## config.mk

```make
export PLATFORM = sky130hd
export DESIGN_NAME = fft_bitrev_reorder
export DESIGN_NICKNAME = d
export VERILOG_FILES = /design/src/rtl/fft_pkg.sv /design/src/rtl/fft_pp_ram.sv /design/src/rtl/fft_bitrev_reorder.sv
export SDC_FILE = /design/constraint.sdc
export NUM_CORES = 1
export LEC_CHECK = 0
export CORE_MARGIN = 2
export CORE_UTILIZATION = 50
export DETAILED_ROUTE_END_ITERATION = 10
export HOLD_SLACK_MARGIN = 0.02
export PLACE_DENSITY_LB_ADDON = 0.05
export SLEW_MARGIN = 40
export SYNTH_ARGS = -nofsm -noshare
export SYNTH_HDL_FRONTEND = slang
export SYNTH_HIERARCHICAL = 1
export SYNTH_SLANG_ARGS = --single-unit
```

## constraint.sdc

```tcl
create_clock -name clk -period 5.15 [get_ports clk]
set_clock_uncertainty 0.1 [all_clocks]
set_input_delay 1.03 -clock clk [delete_from_list [all_inputs] [get_ports clk]]
set_output_delay 1.03 -clock clk [all_outputs]
set_load 0.02 [all_outputs]
```

## src/rtl/fft_pkg.sv

```systemverilog
// Shared definitions for the streaming FFT stage chain.
//   rd_state_e : read-side FSM states of the bit-reverse reorder buffer
//   cplx_t     : packed complex sample at the final-stage output width
//   log2n()    : address width for an N-point frame
//   bitrev()   : reverses the low 'bits' bits of a value
package fft_pkg;

  // Final-stage output width of the FFT chain; cplx_t is sized by it.
  localparam int CPLX_W = 17;

  typedef struct packed {
    logic signed [CPLX_W-1:0] re;
    logic signed [CPLX_W-1:0] im;
  } cplx_t;

  typedef enum logic {
    IDLE = 1'b0,
    READ = 1'b1
  } rd_state_e;

  function automatic int log2n(input int n);
    return $clog2(n);
  endfunction

  // Only the low 'bits' bits are reversed; higher bits of the result are zero.
  function automatic logic [31:0] bitrev(input logic [31:0] v, input int bits);
    logic [31:0] r;
    r = '0;
    for (int i = 0; i < bits; i++) begin
      r[i] = v[bits-1-i];
    end
    return r;
  endfunction

endpackage

```

## src/rtl/fft_pp_ram.sv

```systemverilog
// Simple dual-port RAM backing the ping-pong reorder buffer.
// Write is gated by clk_en; read data is registered and holds its value
// whenever no read is issued (or clk_en is low).
//   clk, rst_n, clk_en : clock, async active-low reset (read register only), enable
//   we, waddr, wdata   : write port
//   re, raddr, rdata   : read port, rdata valid the cycle after re
module fft_pp_ram #(
  parameter int DW = 34,
  parameter int AW = 4
) (
  input  logic          clk,
  input  logic          rst_n,
  input  logic          clk_en,
  input  logic          we,
  input  logic [AW-1:0] waddr,
  input  logic [DW-1:0] wdata,
  input  logic          re,
  input  logic [AW-1:0] raddr,
  output logic [DW-1:0] rdata
);

  logic [DW-1:0] mem [2**AW];

  // Storage array is deliberately not reset so it maps onto RAM macros.
  always_ff @(posedge clk) begin
    if (clk_en && we) begin
      mem[waddr] <= wdata;
    end
  end

  // The read register doubles as the block's output data register, so it
  // carries the reset value of o_real/o_imag.
  always_ff @(posedge clk or negedge rst_n) begin
    if (!rst_n) begin
      rdata <= '0;
    end else if (clk_en && re) begin
      rdata <= mem[raddr];
    end
  end

endmodule

```

## src/rtl/fft_bitrev_reorder.sv

```systemverilog
// Bit-reverse to natural-order reorder buffer at the end of the FFT chain.
// Frames arrive in bit-reversed order (i_valid qualified, no backpressure)
// and leave in natural order. One bank of a 2*N ping-pong buffer fills while
// the other drains.
//
// Optional build macro: FFT_REORDER_FRAME_MARK_EN adds o_sop/o_eop frame
// markers aligned with o_valid.
//
// Ports:
//   clk, rst_n        : clock, asynchronous active-low reset
//   clk_en            : global enable, freezes all state when low
//   i_flush           : synchronous flush of all buffered/partial frames
//   i_valid, i_real, i_imag : input samples, bit-reversed order
//   o_valid, o_real, o_imag : output samples, natural order
//   o_sop, o_eop      : (macro only) first / last sample of a frame
//
// state | meaning
// IDLE  | waiting for the read bank to be full
// READ  | draining the read bank, one sample per cycle
module fft_bitrev_reorder
  import fft_pkg::*;
#(
  parameter int WIDTH = 17,
  parameter int N     = 8
) (
  input  logic             clk,
  input  logic             rst_n,
  input  logic             clk_en,
  input  logic             i_flush,
  input  logic             i_valid,
  input  logic [WIDTH-1:0] i_real,
  input  logic [WIDTH-1:0] i_imag,
  output logic             o_valid,
  output logic [WIDTH-1:0] o_real,
  output logic [WIDTH-1:0] o_imag
`ifdef FFT_REORDER_FRAME_MARK_EN
  ,
  output logic             o_sop,
  output logic             o_eop
`endif
);

  localparam int LW = log2n(N);
  localparam int AW = LW + 1;
  localparam logic [LW-1:0] LAST_IDX = LW'(N - 1);

  rd_state_e     state, state_nxt;
  logic [LW-1:0] wr_idx, wr_idx_nxt;
  logic [LW-1:0] rd_idx, rd_idx_nxt;
  logic          wr_bank, wr_bank_nxt;
  logic          rd_bank, rd_bank_nxt;
  logic [1:0]    full, full_nxt;
  logic          rd_issue;
  logic          wr_en;
  logic [AW-1:0] waddr, raddr;
  logic [LW-1:0] rd_idx_rev;
  logic [2*WIDTH-1:0] rd_data;

  always_comb begin
    state_nxt   = state;
    wr_idx_nxt  = wr_idx;
    wr_bank_nxt = wr_bank;
    rd_idx_nxt  = rd_idx;
    rd_bank_nxt = rd_bank;
    full_nxt    = full;
    rd_issue    = 1'b0;

    if (i_flush) begin
      state_nxt   = IDLE;
      wr_idx_nxt  = '0;
      wr_bank_nxt = 1'b0;
      rd_idx_nxt  = '0;
      rd_bank_nxt = 1'b0;
      full_nxt    = '0;
    end else begin
      if (i_valid) begin
        wr_idx_nxt = wr_idx + 1'b1;
        if (wr_idx == LAST_IDX) begin
          full_nxt[wr_bank] = 1'b1;
          wr_bank_nxt       = ~wr_bank;
          wr_idx_nxt        = '0;
        end
      end

      // Read-side update comes after the write side so that a clear of the
      // same bank wins over a set.
      case (state)
        IDLE: begin
          if (full[rd_bank]) begin
            state_nxt  = READ;
            rd_idx_nxt = '0;
          end
        end
        READ: begin
          rd_issue   = 1'b1;
          rd_idx_nxt = rd_idx + 1'b1;
          if (rd_idx == LAST_IDX) begin
            full_nxt[rd_bank] = 1'b0;
            rd_bank_nxt       = ~rd_bank;
            rd_idx_nxt        = '0;
            if (!full[~rd_bank]) begin
              state_nxt = IDLE;
            end
          end
        end
        default: state_nxt = IDLE;
      endcase
    end
  end

  always_ff @(posedge clk or negedge rst_n) begin
    if (!rst_n) begin
      state   <= IDLE;
      wr_idx  <= '0;
      wr_bank <= 1'b0;
      rd_idx  <= '0;
      rd_bank <= 1'b0;
      full    <= '0;
      o_valid <= 1'b0;
    end else if (clk_en) begin
      state   <= state_nxt;
      wr_idx  <= wr_idx_nxt;
      wr_bank <= wr_bank_nxt;
      rd_idx  <= rd_idx_nxt;
      rd_bank <= rd_bank_nxt;
      full    <= full_nxt;
      o_valid <= rd_issue;
    end
  end

`ifdef FFT_REORDER_FRAME_MARK_EN
  always_ff @(posedge clk or negedge rst_n) begin
    if (!rst_n) begin
      o_sop <= 1'b0;
      o_eop <= 1'b0;
    end else if (clk_en) begin
      o_sop <= rd_issue && (rd_idx == '0);
      o_eop <= rd_issue && (rd_idx == LAST_IDX);
    end
  end
`endif

  // A sample in the flush cycle is dropped, not written.
  assign wr_en      = i_valid && !i_flush;
  assign waddr      = {wr_bank, wr_idx};
  assign rd_idx_rev = LW'(bitrev(32'(rd_idx), LW));
  assign raddr      = {rd_bank, rd_idx_rev};

  fft_pp_ram #(
    .DW (2 * WIDTH),
    .AW (AW)
  ) u_ram (
    .clk    (clk),
    .rst_n  (rst_n),
    .clk_en (clk_en),
    .we     (wr_en),
    .waddr  (waddr),
    .wdata  ({i_real, i_imag}),
    .re     (rd_issue),
    .raddr  (raddr),
    .rdata  (rd_data)
  );

  assign o_real = rd_data[2*WIDTH-1:WIDTH];
  assign o_imag = rd_data[WIDTH-1:0];

endmodule

```

* After elaboration in Yosys (flattened, before gate mapping)
Memory sizes are Yosys's and may differ from the RTL's. A register that Yosys moved wholly into a read port is not among the register bits. Index checks and enable logic that the tools add are counted.
Storage, ports and cells: register bits after elaboration 12, memory bits (writable) 544, bits of input ports 39, output and inout bits 35, logic and storage cells 75, memories 1
Memories:
- u_ram.mem | depth 16, width 34, read ports 1, clocked after memory_dff 1, write ports 1, line fft_pp_ram.sv:22 | logic [DW-1:0] mem [2**AW];
Cells by class: $add $sub $neg 2, $lt $le $gt $ge 5, equality and inequality tests 3, multiplexer cells 36, bitwise operators 6, reduce and logical (&&, ||, !) cells 15
Operators by type and width (number):
- $mux 1 | 20
- $mux 3 | 6
- $mux 2 | 6
- $reduce_bool 2->1 | 4
- $add 3x1->3 const B | 2
- $eq 3x3->1 const B | 2
- $lt 1x2->1 const B | 3
- $pmux 3 s2 | 1
- $reduce_and 3->1 | 2
- $logic_and 1x1->1 | 5
- $reduce_and 2->1 | 2
- $ne 3x3->1 const B | 1
- $not 1->1 | 3
- $and 2x2->2 | 1
- $demux 1 s1 | 2
- $ge 1x1->1 const B | 2
- $logic_not 1->1 | 2
- $not 2->2 | 1
- $or 2x2->2 | 1
- $pmux 1 s2 | 1

* Logic depth before layout (Yosys ltp)
depth after elaboration 12, depth in mapped cells 7, depth with buffers taken out 5

* Modules after synthesis
Netlist, hierarchy kept.
By module, submodules not included:
- fft_pp_ram | times used 1, cells an instance 1280, area each 22171.3 sq um, sequential area each 17186.5 sq um
- fft_bitrev_reorder | times used 1, cells an instance 57, area each 643.1 sq um, sequential area each 300.3 sq um

* Least setup slack after synthesis
Ideal clock, no wire load.
path kind in2reg, start point input i_flush, end point memory u_ram.mem[0][0] (enable), arrival time 4149 ps, setup slack 433 ps, cell stages on the path 5, cells stage by stage buf_2 -> nor2b_1 -> nand2_1 -> or3_1 -> nor3_1
On the way: cells in the longest elaborated chain, start to end 5
Ends and longest elaborated chain:
- from (decl) | line fft_bitrev_reorder.sv:29 | input logic i_flush,
- $logic_not 1->1 | line fft_bitrev_reorder.sv:144 | assign wr_en = i_valid && !i_flush;
- $logic_and 1x1->1 | line fft_bitrev_reorder.sv:144
- via wr_en | line fft_bitrev_reorder.sv:54 | logic wr_en;
- $logic_and 1x1->1 | line fft_pp_ram.sv:26 | if (clk_en && we) begin
- $mux 1 | line fft_pp_ram.sv:26
- $mux 1 (implied by the code) | line fft_pp_ram.sv:27 | mem[waddr] <= wdata;
- to (decl) | line fft_pp_ram.sv:22
The timed path passes the listed nets, and every way through them passes these cells.

* Final worst setup path
start point input i_flush, end point memory u_ram.mem[13][20] (enable)
Same word-level chain as after synthesis.

==> impl_metrics.json <==
{
  "final_util": 0.587,
  "power_switching_mw": 1.88,
  "yosysWarnings": 6,
  "ctsResizeCount": 0,
  "synth_cells": 1337,
  "mostFrequentLayoutCell": "edfxtp_1",
  "gr-usage-all-layers": 0.219,
  "cts.clk_slew.worst_paths_ns": 0.06,
  "cts_sinks": 590,
  "first_global_vias": 11925,
  "start_kind": "input port",
  "layout.cells.non_filler": 2096,
  "coreArea_um2": 45200,
  "path_cells": "clkdlybuf4s50_1, nor2b_1, nand4_1, nor2_4, buf_4",
  "max_cap_viol_count": 0,
  "r2r_slack_ns": 2.58,
  "routed_via_density": 5.71,
  "power.share.clock": 0.434,
  "initial_core_util": 0.505,
  "place_hpwl_um": 29700,
  "switching_share": 0.194,
  "r2r-end": "u_ram/rdata[16]$_DFFE_PN0P_",
  "slew_headroom": 0.449,
  "startpoint": "i_flush",
  "period_needed_ns": 3.27,
  "areaGrowthSynthToFinish_pct": 16.3,
  "powerDensity_nw_per_um2": 366,
  "antenna-diode-count": 0,
  "port-buffer-count": 73,
  "pwr-share-comb": 0.021,
  "pwr-share-seq": 0.544,
  "drv_slew": 0,
  "status": "finished, final reports clean",
  "drtIter0Drc": 825,
  "worst-path-buf-inv": 2,
  "clock_path_buffers": 3,
  "synth_seq_area_share": 0.766,
  "synth.avg_cell_area_um2": 17.1,
  "die_area_um2": 47400,
  "required_ns": 5.33,
  "power_leakage_nw": 8.31,
  "vdd_ir_drop_max_v": 0.000305,
  "path_depth": 5,
  "first_pass_iters": 5,
  "clockRootBuffer": "clkbuf_16",
  "drcViolationCount": 0,
  "syn_nets": 1380,
  "cts_setup_buffers": 0,
  "ioPinCount": 74,
  "yosys.cell_types.count": 38,
  "place_congestion": 0.773,
  "nNetsFinal": 1489,
  "rsz0062_at_grt": "false",
  "cp-end-kind": "register",
  "fmax_mhz": 306,
  "num_vias": 11963,
  "whs_ns": 0.297,
  "routed_wl_um": 50600,
  "hold_viol_final": 0,
  "grt_first_pass_wirelength_um": 76300,
  "path_delay_family": "simple AND/OR/NAND/NOR gates",
  "htreeDepth": 2,
  "netlist_area_um2": 22800,
  "tightest_slew_ns": 0.825,
  "hp-class": "in2async",
  "intPower_mw": 7.83,
  "die_h_um": 218,
  "final_cell_mix": "544 x edfxtp_1, 273 x mux2i_1, 121 x nand2_1, 80 x a22oi_1, 80 x nand3_1",
  "cp.arrival_ns": 3.45,
  "cts_tree": "built",
  "synthFlopType": "edfxtp_1",
  "placed_cells": 1981,
  "rows": 78,
  "die_x_um": 218,
  "cts_hold_buf": 0,
  "ant_nets": 0,
  "crit_path_max_fanout": 20,
  "layout-drive-gt1-share": 0.108,
  "ys_async_sr_fraction": 0.0780,
  "finalSetupTns_ns": 0,
  "ff2ff_path_depth": 5,
  "synth_edf_count": 544,
  "critPathCapture": "u_ram/mem[13][20]$_DFFE_PP_",
  "antenna_found_initial": 0,
  "post-route-period-util": 0.635,
  "cp_slowest_stage_delay_ns": 0.69,
  "numCtsBuffers": 60,
  "r2r_start": "rd_idx[1]$_DFFE_PN0P_",
  "ys_seq_elements": 590,
  "wl_per_cell_um": 24.1,
  "setup_violations": 0,
  "grt_max_degree": 73,
  "clock_latency_ns": 0.60,
  "crit_type": "in2reg",
  "cp_slowest_cell": "nor2_4",
  "grt_overflow": 0
}
==> per-stage QoR <==
step                total power [mW]  cell area [µm²]  worst slack (ns)
floorplan                       5.44            22800             0.433
global placement                5.59            24400              1.18
detailed placement              5.59            24500              1.15
CTS                             9.81            26500              1.81
global route                    10.0            26500              1.75
finish                          9.71            26500              1.88
==> Yosys cell counts, drive strengths merged, types with 3 or more instances <==
library cell / count / area, µm²
o31ai: 3 / 36.3
a21oi: 38 / 190
buf: 47 / 300
nand3: 81 / 405
dfrtp: 46 / 1150
nand2: 122 / 458
clkbuf: 25 / 93.8
a22oi: 80 / 601
nor2b: 5 / 31.3
edfxtp: 544 / 16300
nand2b: 3 / 18.8
nor2: 16 / 60.1
nor3: 4 / 20.0
mux2i: 273 / 2730
ha: 4 / 50.1
nand4: 23 / 144
==> flip-flops by register name (all words and copies together) (netlist names) <==
| signal | flops |
|---|---|
| state | 1 |
| wr_bank | 1 |
| rd_idx | 3 |
| o_valid | 1 |
| full | 2 |
| u_ram/mem | 544 |
| rd_bank | 1 |
| u_ram/rdata | 34 |
| wr_idx | 3 |
==> worst min path at each step <==
stage	cells after the start	to	slack [ns]
CTS	1	u_ram/rdata[2]$_DFFE_PN0P_	0.27
detailed placement	2	u_ram/rdata[10]$_DFFE_PN0P_	0.37
global route	1	u_ram/rdata[2]$_DFFE_PN0P_	0.29
global placement	2	u_ram/rdata[10]$_DFFE_PN0P_	0.37
finish	1	u_ram/rdata[2]$_DFFE_PN0P_	0.30
floorplan	1	rd_idx[2]$_DFFE_PN0P_	0.41
==> power by group through the flow <==
stage	combinational [mW]	sequential, mW	clock (mW)
after global routing	0.228	5.28	4.51
final	0.208	5.28	4.22
after floorplan	0.0452	5.39	0
after global placement	0.207	5.38	0
after CTS	0.211	5.28	4.31
after detailed placement	0.210	5.38	0
==> cell families after synthesis <==
kind of cell / Yosys count / synth area share
fa+ha+maj: 4 / 0.00219
flops: 590 / 0.766
buf+inv: 74 / 0.0176
compound gates: 134 / 0.0409
mux: 275 / 0.121
simple gates: 260 / 0.0519
==> layout make-up <==
class | instances | area, µm²
clock buffer | 88 | 1720
clock inverter | 24 | 221
fill | 3456 | 18700
inverter | 2 | 7.51
multi-input combinational | 673 | 5080
sequential | 590 | 17500
tap | 600 | 751
timing repair buffer | 119 | 1260
==> routing by layer <==
| metal | vias up | track usage | part of all wire |
|---|---|---|---|
| met1 | 6139 | 0.297 | 0.43 |
| li1 | 5448 | - | - |
| met5 | - | 0 | 0 |
| met2 | 307 | 0.365 | 0.50 |
| met3 | 69 | 0.0367 | 0.052 |
| met4 | 0 | 0.0648 | 0.020 |
Note: power is estimated with default switching activity, not from simulation.
